===== src/rtl/bfloat_mul_pipe.sv =====
// bfloat_mul_pipe
// Three-stage pipelined bfloat16 multiplier (1 sign, 8 exponent bias 127, 7 fraction bits).
// Feeds the accumulation input of the bfloat16 adder in the CNN MAC datapath.
//   S1: unpack/classify   S2: 8x8 mantissa multiply, exponent sum   S3: normalize/round/pack
// Ports:
//   clk        system clock, rising edge
//   rst_n      asynchronous active-low reset
//   in_valid   operand pair on a/b is valid
//   in_ready   block accepts a/b this cycle
//   a, b       bfloat16 operands
//   out_valid  out holds a valid product
//   out_ready  downstream accepts out this cycle
//   out        bfloat16 product (S3 register)
// Denormal inputs are flushed to zero, no denormal outputs, round-to-nearest-even.
`timescale 1ns/1ps
module bfloat_mul_pipe (
    input  logic        clk,
    input  logic        rst_n,
    input  logic        in_valid,
    output logic        in_ready,
    input  logic [15:0] a,
    input  logic [15:0] b,
    output logic        out_valid,
    input  logic        out_ready,
    output logic [15:0] out
);

    typedef enum logic [1:0] {KNorm, KZero, KInf, KNan} kind_e;

    // Stage registers
    logic               r1_valid, r2_valid, r3_valid;
    logic               r1_sign, r2_sign;
    kind_e              r1_kind, r2_kind;
    logic [7:0]         r1_ea, r1_eb, r1_ma, r1_mb;
    logic signed [9:0]  r2_exp;
    logic [15:0]        r2_prod;
    logic [15:0]        r3_out;

    // Combinational signals
    logic               w_adv;
    logic               w_a_zero, w_a_inf, w_a_nan, w_b_zero, w_b_inf, w_b_nan;
    kind_e              w_kind;
    logic signed [9:0]  w_exp_sum;
    logic [15:0]        w_prod;
    logic signed [9:0]  w_exp_n, w_exp_f;
    logic [6:0]         w_frac;
    logic               w_guard, w_sticky, w_inc;
    logic [7:0]         w_frac_r;
    logic [15:0]        w_res;

    // Whole pipe freezes only when a finished result is refused downstream;
    // in_ready never depends on in_valid.
    assign w_adv     = !(r3_valid && !out_ready);
    assign in_ready  = w_adv;
    assign out_valid = r3_valid;
    assign out       = r3_out;

    // S1: classification
    assign w_a_zero = (a[14:7] == 8'h00);
    assign w_a_inf  = (a[14:7] == 8'hFF) && (a[6:0] == 7'h00);
    assign w_a_nan  = (a[14:7] == 8'hFF) && (a[6:0] != 7'h00);
    assign w_b_zero = (b[14:7] == 8'h00);
    assign w_b_inf  = (b[14:7] == 8'hFF) && (b[6:0] == 7'h00);
    assign w_b_nan  = (b[14:7] == 8'hFF) && (b[6:0] != 7'h00);

    always_comb begin
        w_kind = KNorm;
        if (w_a_nan || w_b_nan || (w_a_inf && w_b_zero) || (w_b_inf && w_a_zero)) begin
            w_kind = KNan;
        end else if (w_a_inf || w_b_inf) begin
            w_kind = KInf;
        end else if (w_a_zero || w_b_zero) begin
            w_kind = KZero;
        end
    end

    // S2: exponent sum (range -125..381, no wrap in 10 signed bits) and mantissa product
    assign w_exp_sum = $signed({2'b00, r1_ea}) + $signed({2'b00, r1_eb}) - 10'sd127;
    assign w_prod    = 16'(r1_ma) * 16'(r1_mb);

    // S3: normalize, round to nearest even, pack
    always_comb begin
        if (r2_prod[15]) begin
            w_frac   = r2_prod[14:8];
            w_guard  = r2_prod[7];
            w_sticky = |r2_prod[6:0];
            w_exp_n  = r2_exp + 10'sd1;
        end else begin
            w_frac   = r2_prod[13:7];
            w_guard  = r2_prod[6];
            w_sticky = |r2_prod[5:0];
            w_exp_n  = r2_exp;
        end
        w_inc    = w_guard && (w_sticky || w_frac[0]);
        w_frac_r = {1'b0, w_frac} + {7'd0, w_inc};
        // Carry out of the fraction leaves frac_r[6:0]=0 and bumps the exponent
        w_exp_f  = w_frac_r[7] ? (w_exp_n + 10'sd1) : w_exp_n;

        w_res = 16'h0000;
        unique case (r2_kind)
            KNan:  w_res = 16'h7FC0;
            KInf:  w_res = {r2_sign, 8'hFF, 7'h00};
            KZero: w_res = {r2_sign, 15'h0000};
            KNorm: begin
                if (w_exp_f >= 10'sd255) begin
                    w_res = {r2_sign, 8'hFF, 7'h00};
                end else if (w_exp_f <= 10'sd0) begin
                    w_res = {r2_sign, 15'h0000};
                end else begin
                    w_res = {r2_sign, w_exp_f[7:0], w_frac_r[6:0]};
                end
            end
        endcase
    end

    always_ff @(posedge clk or negedge rst_n) begin
        if (!rst_n) begin
            r1_valid <= 1'b0;
            r2_valid <= 1'b0;
            r3_valid <= 1'b0;
            r1_sign  <= 1'b0;
            r2_sign  <= 1'b0;
            r1_kind  <= KNorm;
            r2_kind  <= KNorm;
            r1_ea    <= 8'h00;
            r1_eb    <= 8'h00;
            r1_ma    <= 8'h00;
            r1_mb    <= 8'h00;
            r2_exp   <= 10'sd0;
            r2_prod  <= 16'h0000;
            r3_out   <= 16'h0000;
        end else if (w_adv) begin
            r1_valid <= in_valid;
            r2_valid <= r1_valid;
            r3_valid <= r2_valid;
            // Data only moves with a valid token; bubbles leave it untouched
            if (in_valid) begin
                r1_sign <= a[15] ^ b[15];
                r1_kind <= w_kind;
                r1_ea   <= a[14:7];
                r1_eb   <= b[14:7];
                r1_ma   <= {1'b1, a[6:0]};
                r1_mb   <= {1'b1, b[6:0]};
            end
            if (r1_valid) begin
                r2_sign <= r1_sign;
                r2_kind <= r1_kind;
                r2_exp  <= w_exp_sum;
                r2_prod <= w_prod;
            end
            if (r2_valid) begin
                r3_out <= w_res;
            end
        end
    end

endmodule


===== config.mk =====
export PLATFORM = sky130hd
export DESIGN_NAME = bfloat_mul_pipe
export DESIGN_NICKNAME = d
export VERILOG_FILES = /design/src/rtl/bfloat_mul_pipe.sv
export SDC_FILE = /design/constraint.sdc
export NUM_CORES = 1
export LEC_CHECK = 0
export ABC_AREA = 1
export BUFFER_PORTS_ARGS = -buffer_cell sky130_fd_sc_hd__buf_2
export CORE_MARGIN = 8
export CORE_UTILIZATION = 40
export CTS_BUF_LIST = sky130_fd_sc_hd__clkbuf_4 sky130_fd_sc_hd__clkbuf_8 sky130_fd_sc_hd__clkbuf_16
export CTS_CLUSTER_SIZE = 8
export DETAILED_ROUTE_END_ITERATION = 7
export PLACE_DENSITY = 0.65
export SETUP_SLACK_MARGIN = 0.15
export SLEW_MARGIN = 25
export SYNTH_ARGS = -nofsm -noshare
export SYNTH_HDL_FRONTEND = slang
export SYNTH_SLANG_ARGS = --single-unit

===== constraint.sdc =====
create_clock -name clk -period 14.6 [get_ports clk]
set_input_delay 2.19 -clock clk [delete_from_list [all_inputs] [get_ports clk]]
set_output_delay 2.19 -clock clk [all_outputs]
set_load 0.005 [all_outputs]

== Yosys cells after proc, flatten, opt, wreduce, memory -nomap -nowiden ==
Cells that the tools add are included.

* $add $sub $neg: 5
* Multiply operators: 1
* Div/mod/pow operators: 0
* Magnitude comparators: 2
* Equal/unequal tests: 5
* Shift operators: 0
* Multiplexer cells: 11
* Bitwise operators: 2
* Reductions and logical operators: 28

{| class="wikitable"
|+ Operators with widths
! operator !! count
|-
| 16-bit one-hot mux with 4 select lines || 1
|-
| 15-bit two-way mux || 2
|-
| 10-bit by 2-bit adder with 10-bit output, second input constant || 2
|-
| 10-bit two-way mux || 2
|-
| 8-bit == test, second input constant || 2
|-
| 8-bit zero test || 2
|-
| 8-bit by 8-bit multiplier with 16-bit output || 1
|-
| 7-bit zero test || 2
|-
| 7-bit nonzero test || 2
|-
| 10-bit by 9-bit greater-or-equal comparator with 1-bit output, second input constant || 1
|-
| 10-bit by 1-bit less-or-equal comparator with 1-bit output, second input constant || 1
|-
| 9-bit by 7-bit subtractor with 10-bit output, second input constant || 1
|-
| 8-bit by 8-bit adder with 9-bit output || 1
|-
| 7-bit by 1-bit adder with 8-bit output || 1
|-
| 1-bit logical AND || 8
|-
| 7-bit two-way mux || 1
|-
| 7-bit OR reduction || 1
|-
| 1-bit logical OR || 6
|-
| 2-bit AND reduction || 3
|-
| 6-bit OR reduction || 1
|-
| 2-bit == test, second input constant || 2
|-
| 2-bit two-way mux || 2
|-
| 1-bit two-way mux || 3
|-
| 2-bit by 1-bit == test with 1-bit output, second input constant || 1
|-
| 4 further kinds || 5
|}

* Flip-flop bits (word level): 83
* Latch bits: 0
* Bits in writable memories: 0
* Bits in read-only memories: 0
* Bits of input ports: 36
* Memories kept: 0

== Depth between registers and ports, before layout ==
Gate-level depths: netlist of the first run.

* Depth in word-level cells: 10
* Depth in mapped cells: 23
* Depth with buffers taken out: 22

== Least setup slack after synthesis of the first run ==
Ideal clock, no wire load.

* Path kind: register to register
* Start: register r1_ma[7]
* End: register r2_prod[14]
* Arrival time: 4.544 ns
* Slack: 9.938 ns
* Cell stages (with the launch flop): 22
* Period minus slack after synthesis: 4.662 ns
* Path through: dfrtp_1 > clkbuf_1 > nand2_1 > fa_1 > fa_1 > inv_1 > fa_1 > inv_1 > fa_1 > inv_1 > ha_1 > a21oi_1 > o21ai_0 > a21oi_1 > o21ai_0 > nand2_1 > inv_1 > o21ai_0 > nand2_1 > or2_2 > nand3_1 > nand2_1

* Longest elaborated chain between the ends: 1

{| class="wikitable"
|+ Ends and longest elaborated chain
! item !! line !! text
|-
| from (decl) || 34 || <nowiki>logic [7:0] r1_ea, r1_eb, r1_ma, r1_mb;</nowiki>
|-
| from (signal assigned) || 142 || <nowiki>r1_ma <= {1'b1, a[6:0]};</nowiki>
|-
| 8-bit by 8-bit multiplier with 16-bit output || 79 || <nowiki>assign w_prod = 16'(r1_ma) * 16'(r1_mb);</nowiki>
|-
| to (signal assigned) || 149 || <nowiki>r2_prod <= w_prod;</nowiki>
|-
| to (decl) || 36 || <nowiki>logic [15:0] r2_prod;</nowiki>
|}

Every way passes these cells.
A chain may end at the register's enable or synchronous reset.

== Worst setup path in the final report of the first run ==
* Start: input out_ready
* End: output in_ready

* Longest elaborated chain between the ends: 3

{| class="wikitable"
|+ Ends and longest elaborated chain
! item !! line !! text
|-
| from (decl) || 24 || <nowiki>input logic out_ready,</nowiki>
|-
| 1-bit zero test || 53 || <nowiki>assign w_adv = !(r3_valid && !out_ready);</nowiki>
|-
| 1-bit logical AND || 53 ||
|-
| 1-bit zero test || 53 ||
|-
| to (decl) || 20 || <nowiki>output logic in_ready,</nowiki>
|}

Every way passes these cells.

==> flow_summary.json, run 1 <==
{
  "yosys_warnings": 0,
  "path_clk_slew_ps": 60,
  "status": "finished, final reports clean",
  "die_w_um": 146,
  "antenna_cells": 0,
  "fillers": 1722,
  "antenna_found_initial": 0,
  "p_total_uw": 1610,
  "ys_ff_latch": 82,
  "path_depth": 4,
  "cts_setup_buffers": 0,
  "yosysMostFrequentCell": "nand2_1",
  "cts_max_level": 3,
  "fin_crit_ps": 4980,
  "period_share_pct": 34.1,
  "drv_cap": 0,
  "ctsRootBufferMaster": "clkbuf_16",
  "critical_path.top_delay_family": "buffers and inverters",
  "syn-num-nets": 1040,
  "track_usage_pct": 13.2,
  "critPathLaunchType": "input port",
  "worstPathRequired_ps": 12410,
  "reg2reg_depth": 20,
  "overflow": 0,
  "area_growth_syn_to_layout_pct": 10.4,
  "crit_arrival_ps": 2790,
  "max_freq_mhz": 201,
  "ys_seq_area_share_pct": 30.3,
  "path_max_fanout": 5,
  "tightest_slew_ps": 919,
  "vias": 5263,
  "pwr_density_cell_nw_per_um2": 215,
  "worstPathBufferInverterCount": 3,
  "rsz0062_at_grt": "no",
  "netlist_area_um2": 6770,
  "design.die.area_um2": 21400,
  "max_stage_delay_ps": 180,
  "synth_top_area_share_pct": 30.3,
  "vdd_drop_max_uv": 110,
  "whs_path_depth": 2,
  "pwr-share-comb_pct": 62.1,
  "switchingPower_uw": 777,
  "synth_edf_count": 0,
  "post_cts_resized": 0,
  "drc": 0,
  "core_area_um2": 16600,
  "ys_types": 42,
  "hold_class": "reg2reg",
  "slew_headroom_pct": 38.6,
  "cp_slowest_cell": "nor2_1",
  "crit_path_frequent_cell": "buf_2",
  "synth_largest_area_cell": "dfrtp_1",
  "setup_viol": 0,
  "die_y_um": 146,
  "grt_max_degree": 83,
  "fin_nets": 1075,
  "drt-total-wl_mm": 13.4,
  "avgSynthCellArea_um2": 7.42,
  "syn_inst": 913,
  "power.share.sequential_pct": 24.3,
  "dp.cells": 1157,
  "p_sw_share_pct": 48.4,
  "cts_tree": "yes",
  "power.leakage_uw": 0.00431,
  "finalNonFillerCells": 1173,
  "clockBufferDepth": 2,
  "grt_pass1_wl_mm": 23.7,
  "routabilityCongestion": 0.818,
  "dpl.hpwl_mm": 10.4,
  "slew_viol_final": 0,
  "drt_pre_antenna_iters": 4,
  "cts_made_buffers": 9,
  "rows": 47,
  "pwr-share-clk_pct": 13.6,
  "layout-drive-gt1-share_pct": 12.4,
  "finClkSkew_ps": 7.48,
  "num_io_pins": 54,
  "endpoint_kind": "primary output",
  "p_int_uw": 829,
  "synthTopCellsByCount": "nand2_1, inv_1, dfrtp_1",
  "io_buffers": 53,
  "async_reset_ff_share_pct": 100,
  "setup_slack_ps": 9620,
  "crit_type": "in2out",
  "hold_buffers": 0,
  "post_drt_via_cell_ratio": 4.49,
  "design_area_um2": 7480,
  "worstPathCellList": "buf_2 > nor2_1 > inv_1 > buf_2",
  "start_util_pct": 40.8,
  "dp_slack_ps": 9610,
  "cts.sinks": 82,
  "placed_area_um2": 7180,
  "wl_per_cell_um": 11.4,
  "drt_iter0_markers": 170,
  "final_antenna_net_count": 0,
  "insertion_delay_ps": 350,
  "hold_viol_final": 0,
  "ys.flop_type": "dfrtp_1",
  "grt_pass1_vias": 5187,
  "yosys-top-cells-area": "dfrtp_1, nand2_1, fa_1",
  "fin_setup_tns_ps": 0
}
## metrics by stage
step	utilization [%]	hold slack, ps
3_3_place_gp	43.3	454
2_1_floorplan	-	432
6_report	45.1	473
3_5_place_dp	43.3	461
4_1_cts	45.1	478
5_1_grt	45.1	498
## layout by cell type (no fill, tap or decap), types with 4 or more instances in the layout
cell / netlist / final
clkbuf_16: 0 / 9
xor2_1: 12 / 12
nand2_1: 310 / 310
nor4_1: 7 / 7
nand3_1: 20 / 20
dfrtp_1: 82 / 82
a21oi_1: 18 / 18
o21ai_1: 7 / 7
buf_2: 0 / 52
ha_1: 54 / 54
fa_1: 37 / 37
or2_2: 4 / 4
xnor2_1: 5 / 5
inv_1: 164 / 164
nor2_1: 47 / 47
nor2_4: 5 / 5
nand4_1: 11 / 11
o21ai_0: 48 / 48
nor2_2: 10 / 10
nand2_2: 12 / 12
nor3_2: 5 / 5
## cell type report
type	instances	area (um2)	area share, %
tap	220	275	3.68
multi-input combinational	632	3940	52.7
clock inverter	5	38.8	0.519
inverter	168	633	8.46
clock buffer	11	253	3.38
sequential	82	2050	27.4
timing repair buffer	55	287	3.83
## power by group through the flow
| stage | Sequential, uW | Clock (uW) | Combinational, uW |
|---|---|---|---|
| 2_1_floorplan | 356 | 0 | 831 |
| 3_3_place_gp | 391 | 0 | 986 |
| 3_5_place_dp | 393 | 0 | 1000 |
| 4_1_cts | 389 | 227 | 1010 |
| 5_1_grt | 402 | 236 | 1180 |
| 6_report | 389 | 219 | 997 |
## worst paths after layout
kind	start	to	slack [ps]
max	out_ready	in_ready	9620
min	out[11]	out[11]	470
max reg2reg	r1_ma[7]	r2_prod[14]	9770
min reg2reg	out[11]	out[11]	470
max in group asynchronous	rst_n	r1_ma[6]	12230
min in group asynchronous	rst_n	out[10]	1880
## state kept, by name, indices dropped and copies added, names as in the netlist
name       cells
out           16
out_valid      1
r1_ea          8
r1_eb          8
r1_kind        2
r1_ma          8
r1_mb          7
r1_sign        1
r1_valid       1
r2_exp        10
r2_kind        2
r2_prod       16
r2_sign        1
r2_valid       1
## routing by layer
metal	wire, um	vias up	GRT usage (%)
li1	-	2857	-
met1	7270	2319	18.6
met2	5450	73	19.6
met3	502	14	3.00
met4	161	0	4.17
met5	0	-	0
## cells by family after synthesis
logic type / Yosys count / synth area share [%]
adder cells (fa/ha/maj): 91 / 20.9
AND/OR/NAND/NOR: 439 / 28.2
AO/OA/AOI/OAI: 84 / 6.67
buffers and inverters: 199 / 11.5
XOR/XNOR: 18 / 2.44
flip-flops: 82 / 30.3
## worst min-delay path, cell delays in order, from the launching register on
cell and delay (ps):
dfrtp_1 340, nand2_1 50, nand2_1 50
Note: power is estimated with default switching activity, not from simulation.
==> inputs of run 2 (changes only) <==
--- a/config.mk
+++ b/config.mk
@@ -12,7 +12,7 @@
 export CTS_BUF_LIST = sky130_fd_sc_hd__clkbuf_4 sky130_fd_sc_hd__clkbuf_8 sky130_fd_sc_hd__clkbuf_16
 export CTS_CLUSTER_SIZE = 8
 export DETAILED_ROUTE_END_ITERATION = 7
-export PLACE_DENSITY = 0.65
+export PLACE_DENSITY = 0.67
 export SETUP_SLACK_MARGIN = 0.15
 export SLEW_MARGIN = 25
 export SYNTH_ARGS = -nofsm -noshare
==> constraint.sdc (replaced) <==
create_clock -name clk -period 4.1 [get_ports clk]
set_input_delay 0.615 -clock clk [delete_from_list [all_inputs] [get_ports clk]]
set_output_delay 0.615 -clock clk [all_outputs]
set_load 0.005 [all_outputs]
==> run 2 against run 1 <==
The flow now finishes with violations (negative setup slack). Sequential cell count unchanged. Worst hold slack worse by 120 ps. First-iteration DRC count up 28%.
==> flow_summary.json, run 2 (same netlist as run 1, synthesis figures left out) <==
{
  "vdd_drop_max_uv": 812,
  "die_y_um": 146,
  "crit_arrival_ps": 4410,
  "area_growth_syn_to_layout_pct": 19.6,
  "violations": "negative setup slack",
  "multiInputGateArea_um2": 4160,
  "drv_cap": 0,
  "dpl.hpwl_mm": 11.1,
  "start_util_pct": 40.8,
  "vias": 5595,
  "finClkSkew_ps": 8.58,
  "worstPathCellList": "buf_6 > nand2_4 > inv_2 > fa_1 > inv_1 > fa_1 > inv_1 > fa_1 > inv_2 > fa_1 > inv_2 > ha_4 > a21oi_2 > o21ai_2 > a21oi_2 > o21ai_2 > nand2_1 > inv_2 > o21ai_1 > nand2_1 > or2_4 > nand3_2 > nand2_1",
  "ff_latch_area_um2": 2060,
  "insertion_delay_ps": 350,
  "post_drt_via_cell_ratio": 4.59,
  "grt_max_degree": 70,
  "tightest_slew_ps": 942,
  "grt_pass1_wl_mm": 24.8,
  "final_cell_mix": "nand2_1, inv_1, dfrtp_1",
  "switchingPower_uw": 3420,
  "track_usage_pct": 13.8,
  "max_stage_delay_ps": 510,
  "critPathLaunchType": "flop",
  "fin_util_pct": 48.9,
  "layout-drive-gt1-share_pct": 20.9,
  "cp_slowest_cell": "fa_1",
  "design.die.area_um2": 21400,
  "path_max_fanout": 4,
  "drt_pre_antenna_iters": 5,
  "io_buffers": 53,
  "slew_viol_final": 0,
  "cts.sinks": 82,
  "drt_iter0_markers": 218,
  "status": "complete, but fails checks",
  "final_common_cell": "nand2_1",
  "wl_per_cell_um": 11.7,
  "p_int_uw": 3940,
  "fin_nets": 1122,
  "fin_crit_ps": 4160,
  "r2r_start": "r1_ma[3]",
  "slew_headroom_pct": 37.1,
  "pwr_density_cell_nw_per_um2": 909,
  "rsz0062_at_grt": "yes",
  "ctsRootBufferMaster": "clkbuf_16",
  "antenna_found_initial": 0,
  "power.leakage_uw": 0.00457,
  "setup_viol": 3,
  "routabilityCongestion": 0.871,
  "antenna_cells": 0,
  "path_clk_slew_ps": 70,
  "core_area_um2": 16600,
  "r2r_end": "r2_prod[14]",
  "cts_tree": "yes",
  "max_freq_mhz": 240,
  "hold_viol_final": 0,
  "hold_buffers": 0,
  "fillers": 1651,
  "pwr-share-clk_pct": 11.3,
  "overflow": 0,
  "grt_pass1_vias": 5574,
  "p_sw_share_pct": 46.5,
  "worstPathRequired_ps": 4340,
  "die_w_um": 146,
  "final_antenna_net_count": 0,
  "crit_type": "reg2reg",
  "drt-total-wl_mm": 14.2,
  "endpoint_kind": "flop",
  "pwr-share-comb_pct": 70.3,
  "cts_made_buffers": 9,
  "whs_ps": 356,
  "reg2reg_depth": 23,
  "rows": 47,
  "setup_slack_ps": -62.6,
  "num_io_pins": 54,
  "drc": 0,
  "cts_max_level": 3,
  "rrSetupSlack_ps": -60,
  "power.share.sequential_pct": 18.4,
  "hold_class": "in2async",
  "clockBufferDepth": 2,
  "period_share_pct": 102
}
==> run 2: changes by cell type in the layout (fill, tap and decap cells not counted), moves of 4 or more <==
cell | previous run | this run
o21ai_0 | 48 | 42
a21oi_2 | 0 | 8
inv_2 | 2 | 9
a21oi_1 | 18 | 10
buf_4 | 2 | 40
inv_1 | 164 | 157
dfrtp_1 | 82 | 78
ha_1 | 54 | 48
ha_4 | 0 | 5
nand2_2 | 12 | 16
nand2_1 | 310 | 304
buf_6 | 1 | 10
dfrtp_2 | 0 | 4
==> run 2: layer usage <==
| layer | up-vias | global-route usage [%] | part of all wire (%) |
|---|---|---|---|
| met5 | - | 0 | 0 |
| met4 | 0 | 4.12 | 1.1 |
| met3 | 12 | 3.21 | 3.6 |
| met2 | 89 | 22.0 | 44 |
| met1 | 2541 | 18.1 | 51 |
| li1 | 2953 | - | - |
==> run 2: critical path, delay by kind of cell, from the launching register on <==
kind            cells  cell delay, ps
compound gates      5             520
fa+ha+maj           5            2180
simple gates        6             540
buf+inv             7             400
flops               1             410
==> run 2: area by class of cell <==
| cell class | instances | area share [%] |
|---|---|---|
| multi-input cells | 632 | 51.3 |
| clock inverters | 7 | 1.03 |
| clock buffers | 9 | 2.78 |
| flip-flops and latches | 82 | 25.4 |
| repair buffers | 102 | 8.31 |
| well taps | 220 | 3.40 |
| inverters | 168 | 7.81 |
==> run 2: worst max path at each step <==
stage,cells past startpoint,slack [ps],start,to
2_1_floorplan,23,-50,r1_ma[7],r2_prod[14]
3_3_place_gp,22,-70,r1_ma[3],r2_prod[14]
3_5_place_dp,22,-160,r1_ma[3],r2_prod[14]
4_1_cts,22,-40,r1_ma[3],r2_prod[14]
5_1_grt,23,-270,r1_ma[3],r2_prod[14]
6_report,23,-60,r1_ma[3],r2_prod[14]
==> run 2: repair_timing <==
action | 4_1_cts | 5_1_grt
resized for setup | 22 | 29
cloned | 0 | 0
pin swaps | 19 | 17
setup buffers | 6 | 2
endpoints found under the setup margin | 6 | 8
==> run 2: power by group through the flow <==
stage	Clock, uW	Combinational, uW	Sequential, uW
2_1_floorplan	0	3230	1270
3_3_place_gp	0	4200	1350
3_5_place_dp	0	4280	1360
4_1_cts	861	4770	1350
5_1_grt	894	5850	1400
6_report	835	5170	1350
==> run 2: through the flow <==
step / std cells / TNS, ps / instance area, um2 / setup slack [ps] / total power, uW
6_report: 1220 / -162 / 8100 / -62.6 / 7360
2_1_floorplan: 913 / -52.4 / 6880 / -52.4 / 4500
5_1_grt: 1220 / -1040 / 8100 / -267 / 8140
3_3_place_gp: 1196 / -65.3 / 7540 / -65.3 / 5550
4_1_cts: 1218 / -43.2 / 7960 / -40.2 / 6980
3_5_place_dp: 1196 / -171 / 7540 / -165 / 5640
